===== src/rtl/rgb2hsv_seq.sv =====
// Sequential RGB-to-HSV converter: one shared 16-step restoring divider computes
// S = 255*delta/max, then the hue offset 43*|num|/delta. Fixed 34-cycle latency.
module rgb2hsv_seq (
   input  logic        clk,
   input  logic        rst_n,
   input  logic        in_valid,
   output logic        in_ready,
   input  logic [23:0] tRGB,
   output logic        out_valid,
   input  logic        out_ready,
   output logic [23:0] tHSV
);

   // Handshake: a transfer happens on a rising edge where valid and ready are both high;
   // in_ready is high only in IDLE, out_valid only in DONE, where tHSV is held stable.
   typedef enum logic [2:0] {IDLE, PREP, DIV_S, DIV_H, DONE} state_t;

   state_t      state_q, state_d;
   logic [23:0] pix_q, pix_d;
   logic [7:0]  max_q, max_d;
   logic [7:0]  delta_q, delta_d;
   logic [7:0]  abs_q, abs_d;
   logic        neg_q, neg_d;
   logic [7:0]  base_q, base_d;
   logic [7:0]  s_q, s_d;
   logic [8:0]  rem_q, rem_d;
   logic [15:0] quo_q, quo_d;
   logic [15:0] dvd_q, dvd_d;
   logic [7:0]  dsr_q, dsr_d;
   logic [4:0]  cnt_q, cnt_d;
   logic [23:0] hsv_q, hsv_d;

   logic [7:0]  r_v, g_v, b_v, max_v, min_v, abs_v, base_v, off_v, h_v;
   logic [8:0]  num_v, num_neg_v, rem_sh, rem_step;
   logic [15:0] quo_step;
   logic        qbit;

   always_comb begin
      state_d = state_q;
      pix_d   = pix_q;
      max_d   = max_q;
      delta_d = delta_q;
      abs_d   = abs_q;
      neg_d   = neg_q;
      base_d  = base_q;
      s_d     = s_q;
      rem_d   = rem_q;
      quo_d   = quo_q;
      dvd_d   = dvd_q;
      dsr_d   = dsr_q;
      cnt_d   = cnt_q;
      hsv_d   = hsv_q;

      // One restoring step, used by both division phases.
      rem_sh = {rem_q[7:0], dvd_q[15]};
      if (rem_sh >= {1'b0, dsr_q}) begin
         rem_step = rem_sh - {1'b0, dsr_q};
         qbit     = 1'b1;
      end else begin
         rem_step = rem_sh;
         qbit     = 1'b0;
      end
      quo_step = {quo_q[14:0], qbit};

      r_v = pix_q[23:16];
      g_v = pix_q[15:8];
      b_v = pix_q[7:0];
      // Max-channel ties resolve R, then G, then B.
      if (r_v >= g_v && r_v >= b_v) begin
         max_v  = r_v;
         num_v  = {1'b0, g_v} - {1'b0, b_v};
         base_v = 8'd0;
      end else if (g_v >= b_v) begin
         max_v  = g_v;
         num_v  = {1'b0, b_v} - {1'b0, r_v};
         base_v = 8'd85;
      end else begin
         max_v  = b_v;
         num_v  = {1'b0, r_v} - {1'b0, g_v};
         base_v = 8'd171;
      end
      min_v = r_v;
      if (g_v < min_v) min_v = g_v;
      if (b_v < min_v) min_v = b_v;
      num_neg_v = 9'd0 - num_v;
      abs_v     = num_v[8] ? num_neg_v[7:0] : num_v[7:0];

      off_v = quo_q[7:0];
      h_v   = neg_q ? (base_q - off_v) : (base_q + off_v);

      case (state_q)
         IDLE: begin
            if (in_valid) begin
               pix_d   = tRGB;
               state_d = PREP;
            end
         end
         PREP: begin
            max_d   = max_v;
            delta_d = max_v - min_v;
            abs_d   = abs_v;
            neg_d   = num_v[8];
            base_d  = base_v;
            dvd_d   = {max_v - min_v, 8'd0} - {8'd0, max_v - min_v};
            dsr_d   = max_v;
            rem_d   = 9'd0;
            quo_d   = 16'd0;
            cnt_d   = 5'd0;
            state_d = DIV_S;
         end
         DIV_S: begin
            rem_d = rem_step;
            quo_d = quo_step;
            dvd_d = {dvd_q[14:0], 1'b0};
            cnt_d = cnt_q + 5'd1;
            if (cnt_q == 5'd15) begin
               s_d     = (max_q == 8'd0) ? 8'd0 : quo_step[7:0];
               dvd_d   = {8'd0, abs_q} * 16'd43;
               dsr_d   = delta_q;
               rem_d   = 9'd0;
               quo_d   = 16'd0;
               cnt_d   = 5'd0;
               state_d = DIV_H;
            end
         end
         DIV_H: begin
            if (cnt_q == 5'd16) begin
               // Grey pixels: the divider ran on delta=0, so discard its result.
               if (delta_q == 8'd0) hsv_d = {8'd0, 8'd0, max_q};
               else                 hsv_d = {h_v, s_q, max_q};
               state_d = DONE;
            end else begin
               rem_d = rem_step;
               quo_d = quo_step;
               dvd_d = {dvd_q[14:0], 1'b0};
               cnt_d = cnt_q + 5'd1;
            end
         end
         DONE: begin
            if (out_ready) state_d = IDLE;
         end
         default: state_d = IDLE;
      endcase
   end

   always_ff @(posedge clk or negedge rst_n) begin
      if (!rst_n) begin
         state_q <= IDLE;
         pix_q   <= '0;
         max_q   <= '0;
         delta_q <= '0;
         abs_q   <= '0;
         neg_q   <= 1'b0;
         base_q  <= '0;
         s_q     <= '0;
         rem_q   <= '0;
         quo_q   <= '0;
         dvd_q   <= '0;
         dsr_q   <= '0;
         cnt_q   <= '0;
         hsv_q   <= '0;
      end else begin
         state_q <= state_d;
         pix_q   <= pix_d;
         max_q   <= max_d;
         delta_q <= delta_d;
         abs_q   <= abs_d;
         neg_q   <= neg_d;
         base_q  <= base_d;
         s_q     <= s_d;
         rem_q   <= rem_d;
         quo_q   <= quo_d;
         dvd_q   <= dvd_d;
         dsr_q   <= dsr_d;
         cnt_q   <= cnt_d;
         hsv_q   <= hsv_d;
      end
   end

   assign in_ready  = (state_q == IDLE);
   assign out_valid = (state_q == DONE);
   assign tHSV      = hsv_q;

endmodule

===== config.mk =====
export PLATFORM = sky130hd
export DESIGN_NAME = rgb2hsv_seq
export DESIGN_NICKNAME = d
export VERILOG_FILES = /design/src/rtl/rgb2hsv_seq.sv
export SDC_FILE = /design/constraint.sdc
export NUM_CORES = 1
export LEC_CHECK = 0
export CORE_MARGIN = 4
export CORE_UTILIZATION = 62
export CTS_BUF_LIST = sky130_fd_sc_hd__clkbuf_16
export CTS_CLUSTER_DIAMETER = 120
export DETAILED_ROUTE_END_ITERATION = 12
export DONT_BUFFER_PORTS = 1
export PLACE_DENSITY = 0.78
export SLEW_MARGIN = 5
export SYNTH_ARGS = -nofsm -noshare
export SYNTH_HDL_FRONTEND = slang
export SYNTH_SLANG_ARGS = --single-unit

===== constraint.sdc =====
create_clock -name clk -period 8.3 [get_ports clk]
set_input_delay 1.245 -clock clk [delete_from_list [all_inputs] [get_ports clk]]
set_output_delay 1.245 -clock clk [all_outputs]
set_load 0.05 [all_outputs]

### Word level (Yosys, flattened, before mapping)

Cells that the tools add are included.

| storage, ports and cells | value |
|---|---|
| bits in registers | 137 |

| operators by class | value |
|---|---|
| multiply operators | 1 |
| add/subtract/negate cells | 10 |
| reduce and logical (&&, ||, !) cells | 12 |
| equality and inequality tests | 11 |
| multiplexer cells | 33 |
| $lt $le $gt $ge | 6 |

Operators by type and width:

| cell | count |
|---|---|
| 8-bit two-way mux | 15 |
| 16-bit one-hot mux with 3 select lines | 1 |
| 8-bit one-hot mux with 3 select lines | 2 |
| 16-bit two-way mux | 2 |
| 8-bit by 8-bit subtractor with 9-bit output | 3 |
| 8-bit >= comparator | 3 |
| 24-bit two-way mux | 1 |
| 8-bit subtractor | 3 |
| 9-bit two-way mux | 2 |
| 8-bit zero test | 2 |
| 8-bit less-than comparator | 2 |
| 8-bit one-hot mux with 2 select lines | 1 |
| 16-bit by 8-bit subtractor with 16-bit output | 1 |
| 3-bit one-hot mux with 5 select lines | 1 |
| 5-bit one-hot mux with 3 select lines | 1 |
| 8-bit by 6-bit multiplier with 14-bit output, second input constant | 1 |
| 3-bit two-way mux | 4 |
| 5-bit two-way mux | 2 |
| 2-bit AND reduction | 5 |
| 9-bit by 8-bit >= comparator with 1-bit output | 1 |
| 8-bit adder | 1 |
| 2-bit inequality test, second input constant | 4 |
| 1-bit by 8-bit subtractor with 8-bit output, first input constant | 1 |
| 3-bit by 2-bit == test with 1-bit output, second input constant | 2 |
| 12 further kinds | 12 |

### Longest topological paths before layout

| depth | value |
|---|---|
| depth in word-level cells | 7 |
| gate-level depth with buffers | 30 |
| depth with buffers taken out | 29 |

### Worst setup path after synthesis

Ideal clock, no wire load.

| timing | value |
|---|---|
| path type | register to register |
| from | reg pix_q[14] |
| to | reg dvd_q[10] |
| arrival | 5.757 ns |
| setup time | 0.136 ns |
| path slack | 2.407 ns |
| period minus slack after synthesis | 5.893 ns |
| cell stages (with the launch flop) | 30 |
| data required time | 8.164 ns |
| cell sequence | dfrtp_1 inv_1 ha_1 a21o_1 a21o_1 mux2_2 o21ai_1 clkbuf_1 nor2_1 a21oi_1 ha_1 a211oi_1 o21bai_1 nor3_1 o221ai_1 o22ai_1 clkbuf_1 o21ai_0 ha_1 fa_1 nor2b_1 o21ai_0 nand2b_1 a21o_1 a21oi_1 xnor2_1 nor4_1 nand2_1 a222oi_1 o21ai_0 |

| between the ends | value |
|---|---|
| cells in the longest elaborated chain, start to end | 7 |

Ends and longest elaborated chain:

| what | RTL line | text |
|---|---|---|
| start: declaration | 19 | `logic [23:0] pix_q, pix_d;` |
| start signal: assignment | 164 | `pix_q <= pix_d;` |
| 8-bit less-than comparator | 83 | `if (g_v < min_v) min_v = g_v;` |
| 8-bit two-way mux | 83 |  |
| 8-bit less-than comparator | 84 | `if (b_v < min_v) min_v = b_v;` |
| 8-bit two-way mux | 84 |  |
| 8-bit subtractor * | 104 | `dvd_d = {max_v - min_v, 8'd0} - {8'd0, max_v - min_v};` |
| 16-bit by 8-bit subtractor with 16-bit output * | 104 |  |
| 16-bit one-hot mux with 3 select lines * | 91 | `case (state_q)` |
| end signal: assignment | 173 | `dvd_q <= dvd_d;` |
| end: declaration | 28 | `logic [15:0] dvd_q, dvd_d;` |

Every way passes the cells marked *; elsewhere a longest branch is shown, timed or not.
A chain may end at the register's enable or synchronous reset.

### Worst setup path in the final report

| timing | value |
|---|---|
| from | reg pix_q[11] |
| to | reg dvd_q[10] |

Same word-level chain as after synthesis.

==> impl_metrics.csv <==
group,metric,value,unit
outcome,status,"finished, final reports clean",
synthesis,netlist_area,9380,sq um
placement,place_ws,1980,ps
setup_path,worst_setup_path_start_kind,"flip-flop",
synthesis,synthesis.nets,1203,
grt,grt-ovfl-total,0,
floorplan,die_w,131,um
setup_path,cp.arrival,6770,ps
synthesis,synth_top_cell_by_area,"dfrtp_1",
floorplan,core,14700,sq um
synthesis,syn_area_per_cell,8.82,sq um
setup_path,reg2reg_to,"dvd_q[10]$_DFFE_PN0P_",
detailed_routing,drc_errors,0,
floorplan,row_count,44,
clock_tree,clockBufferDepth,2,
detailed_routing,vias,7668,
timing,skew,9.51,ps
detailed_routing,first_pass_iters,5,
placement,dp.cells,1217,
cells_and_area,drive_gt1_share,6.57,%
setup_path,cp-startpoint,"pix_q[11]$_DFFE_PN0P_",
placement,gp_congestion,0.952,
worst_hold_path,worstHoldPathType,"reg -> reg",
clock_tree,clockRootBuffer,"clkbuf_16",
setup_path,path_buf_inv,2,
cells_and_area,layout_common_cells,"144 x nand2_1, 132 x dfrtp_1, 116 x o21ai_0, 97 x ha_1, 92 x inv_1",
setup_path,max_stage_delay,760,ps
grt,first_global_vias,7477,
worst_hold_path,holdPathStages,2,
detailed_routing,drtIter0Drc,737,
clock_tree,clkTransAtPathRegs,60,ps
timing,setup_ws,1820,ps
grt,track_usage,27.7,%
floorplan,die_h,131,um
grt,antenna_found_initial,0,
synthesis,ys_types,61,
clock_tree,worstSkewPairLatency,440,ps
worst_hold_path,whs_endpoint,"dvd_q[0]$_DFFE_PN0P_",
synthesis,synthSimpleGateAreaFrac,14.0,%
detailed_routing,wl_per_cell,17.9,um
setup_path,end_kind,"flip-flop",
clock_tree,cts_hold_buf,0,
grt,grt_max_degree,133,
timing,setup-violations-final,0,
synthesis,synth.area.top_cells,"dfrtp_1 35%, ha_1 13%, o21ai_0 6.2%",
synthesis,synth_top_area_share,35.2,%
cells_and_area,final_cells,1249,
synthesis,ys_seq_area_share,35.2,%
synthesis,syn_inst,1063,
synthesis,synth_top_family_by_area,"compound AO/OA/AOI/OAI gates",
clock_tree,cts_resized,0,
synthesis,synthAdderAreaFrac,16.1,%
timing,fin_crit,6480,ps
timing,slew-limit-headroom,28.8,%
detailed_routing,detail-route-antenna-nets,0,
cells_and_area,diodes,0,
timing,slew_viol_final,0,
clock_tree,cts_setup_buffers,0,
timing,hold_violations,0,
setup_path,criticalPathCategory,"reg -> reg",
clock_tree,cts_buffers,17,
clock_tree,cts_tree,"done",
cells_and_area,nets,1192,
setup_path,cp.required,8600,ps
timing,finalCritPeriodShare,78.0,%
synthesis,synthMuxAreaShare,5.06,%
grt,grt_pass1_wl,36.9,mm
setup_path,path_max_fanout,15,
setup_path,ff2ff_setup_slack,1820,ps
floorplan,dieArea,17200,sq um
setup_path,timing.rr.start,"pix_q[11]$_DFFE_PN0P_",
timing,tightestPinTransition,1070,ps
clock_tree,cts_max_level,4,
cells_and_area,final_common_cell,"nand2_1",
detailed_routing,drt-total-wl,22.3,mm
floorplan,start_util,63.8,%
floorplan,floorplan.io_pins,54,
timing,fin_tns_setup,0,ps
timing,fmax,154,MHz
timing,rsz0062_at_grt,"false",
placement,port_buffers,0,
setup_path,worst-r2r-cell-count,28,
flow_run,maxCapViolCount,0,
synthesis,synth-xor-area-share,5.30,%
synthesis,ys_ff_latch,132,
synthesis,synth_compound_area_share,19.0,%
clock_tree,cts.sinks,132,
detailed_routing,vias_per_cell,6.14,
worst_hold_path,hold_path.startpoint,"dvd_q[0]$_DFFE_PN0P_",
synthesis,async_reset_ff_share,100,%
cells_and_area,area_growth,8.27,%
synthesis,synth-edff-count,0,
setup_path,cp_top_family,"compound AO/OA/AOI/OAI gates",
placement,hpwl,16.5,mm
synthesis,synth-main-ff-cell,"dfrtp_1",
synthesis,ys_warn_count,0,
setup_path,critPathSlowestCell,"o21ai_1",
## per-stage QoR
step                hold slack [ps]  instance area (sq um)  utilization, %
floorplan                       449                   9380               -
global placement                462                   9530            64.8
detailed placement              472                   9530            64.8
CTS                             491                  10200            69.1
global route                    484                  10200            69.1
finish                          487                  10200            69.1
## worst reg2reg max path: cells and delay by family, from the launching register on
family	cells	cell delay, ps
compound gates	14	2830
simple gates	7	1370
fa+ha+maj	4	1300
flops	1	360
buf+inv	2	300
xor+xnor	1	200
## area by class of cell
class	count	area [sq um]
repair buffers	9	67.6
clock buffers	17	425
clock inverters	15	195
inverters	91	342
flip-flops and latches	132	3300
well taps	184	230
fillers	1126	4550
multi-input cells	801	5590
## logic make-up after synthesis
logic type               Yosys count
AO/OA/AOI/OAI                    295
XOR/XNOR                          55
adder cells (fa/ha/maj)          112
buffers and inverters            130
flip-flops                       132
multiplexers                      43
AND/OR/NAND/NOR                  296
## cell usage after synthesis (all sizes together) (12+ instances only)
cell type and n:
mux2i 24, nor2b 13, xor2 20, mux2 19, a31oi 12, ha 97, dfrtp 132, a21o 24
o21ai 120, xnor2 34, a21oi 72, clkbuf 33, inv 91, nand2 144, nand3 21, fa 15
nor2 61, nor3 17
## state kept, by name, indices dropped and copies added, names as in the netlist, 5 cells and up
name and flops:
cnt_q 5, s_q 8, tHSV 24, delta_q 8
max_q 8, quo_q 8, dsr_q 8, pix_q 24
dvd_q 16, rem_q 8, abs_q 8
## how the worst max path moves through the flow
stage                       endpoint  cells past startpoint
4_1_cts        dvd_q[10]$_DFFE_PN0P_                     27
2_1_floorplan  dvd_q[10]$_DFFE_PN0P_                     29
3_3_place_gp   dvd_q[10]$_DFFE_PN0P_                     27
6_report       dvd_q[10]$_DFFE_PN0P_                     28
3_5_place_dp   dvd_q[10]$_DFFE_PN0P_                     27
5_1_grt        dvd_q[10]$_DFFE_PN0P_                     27
## routing by layer
metal  vias to the layer above  wire length (um)  global-route usage, %
met5                         -                 0                      0
met4                         0               567                   9.38
met1                      3662              9750                   36.4
li1                       3702                 -                      -
met2                       251             10700                   45.8
met3                        53              1260                   5.73
Power is left out: the tool's default activity adds up to more than one toggle a clock period on the data nets, which glitch-free logic cannot reach.
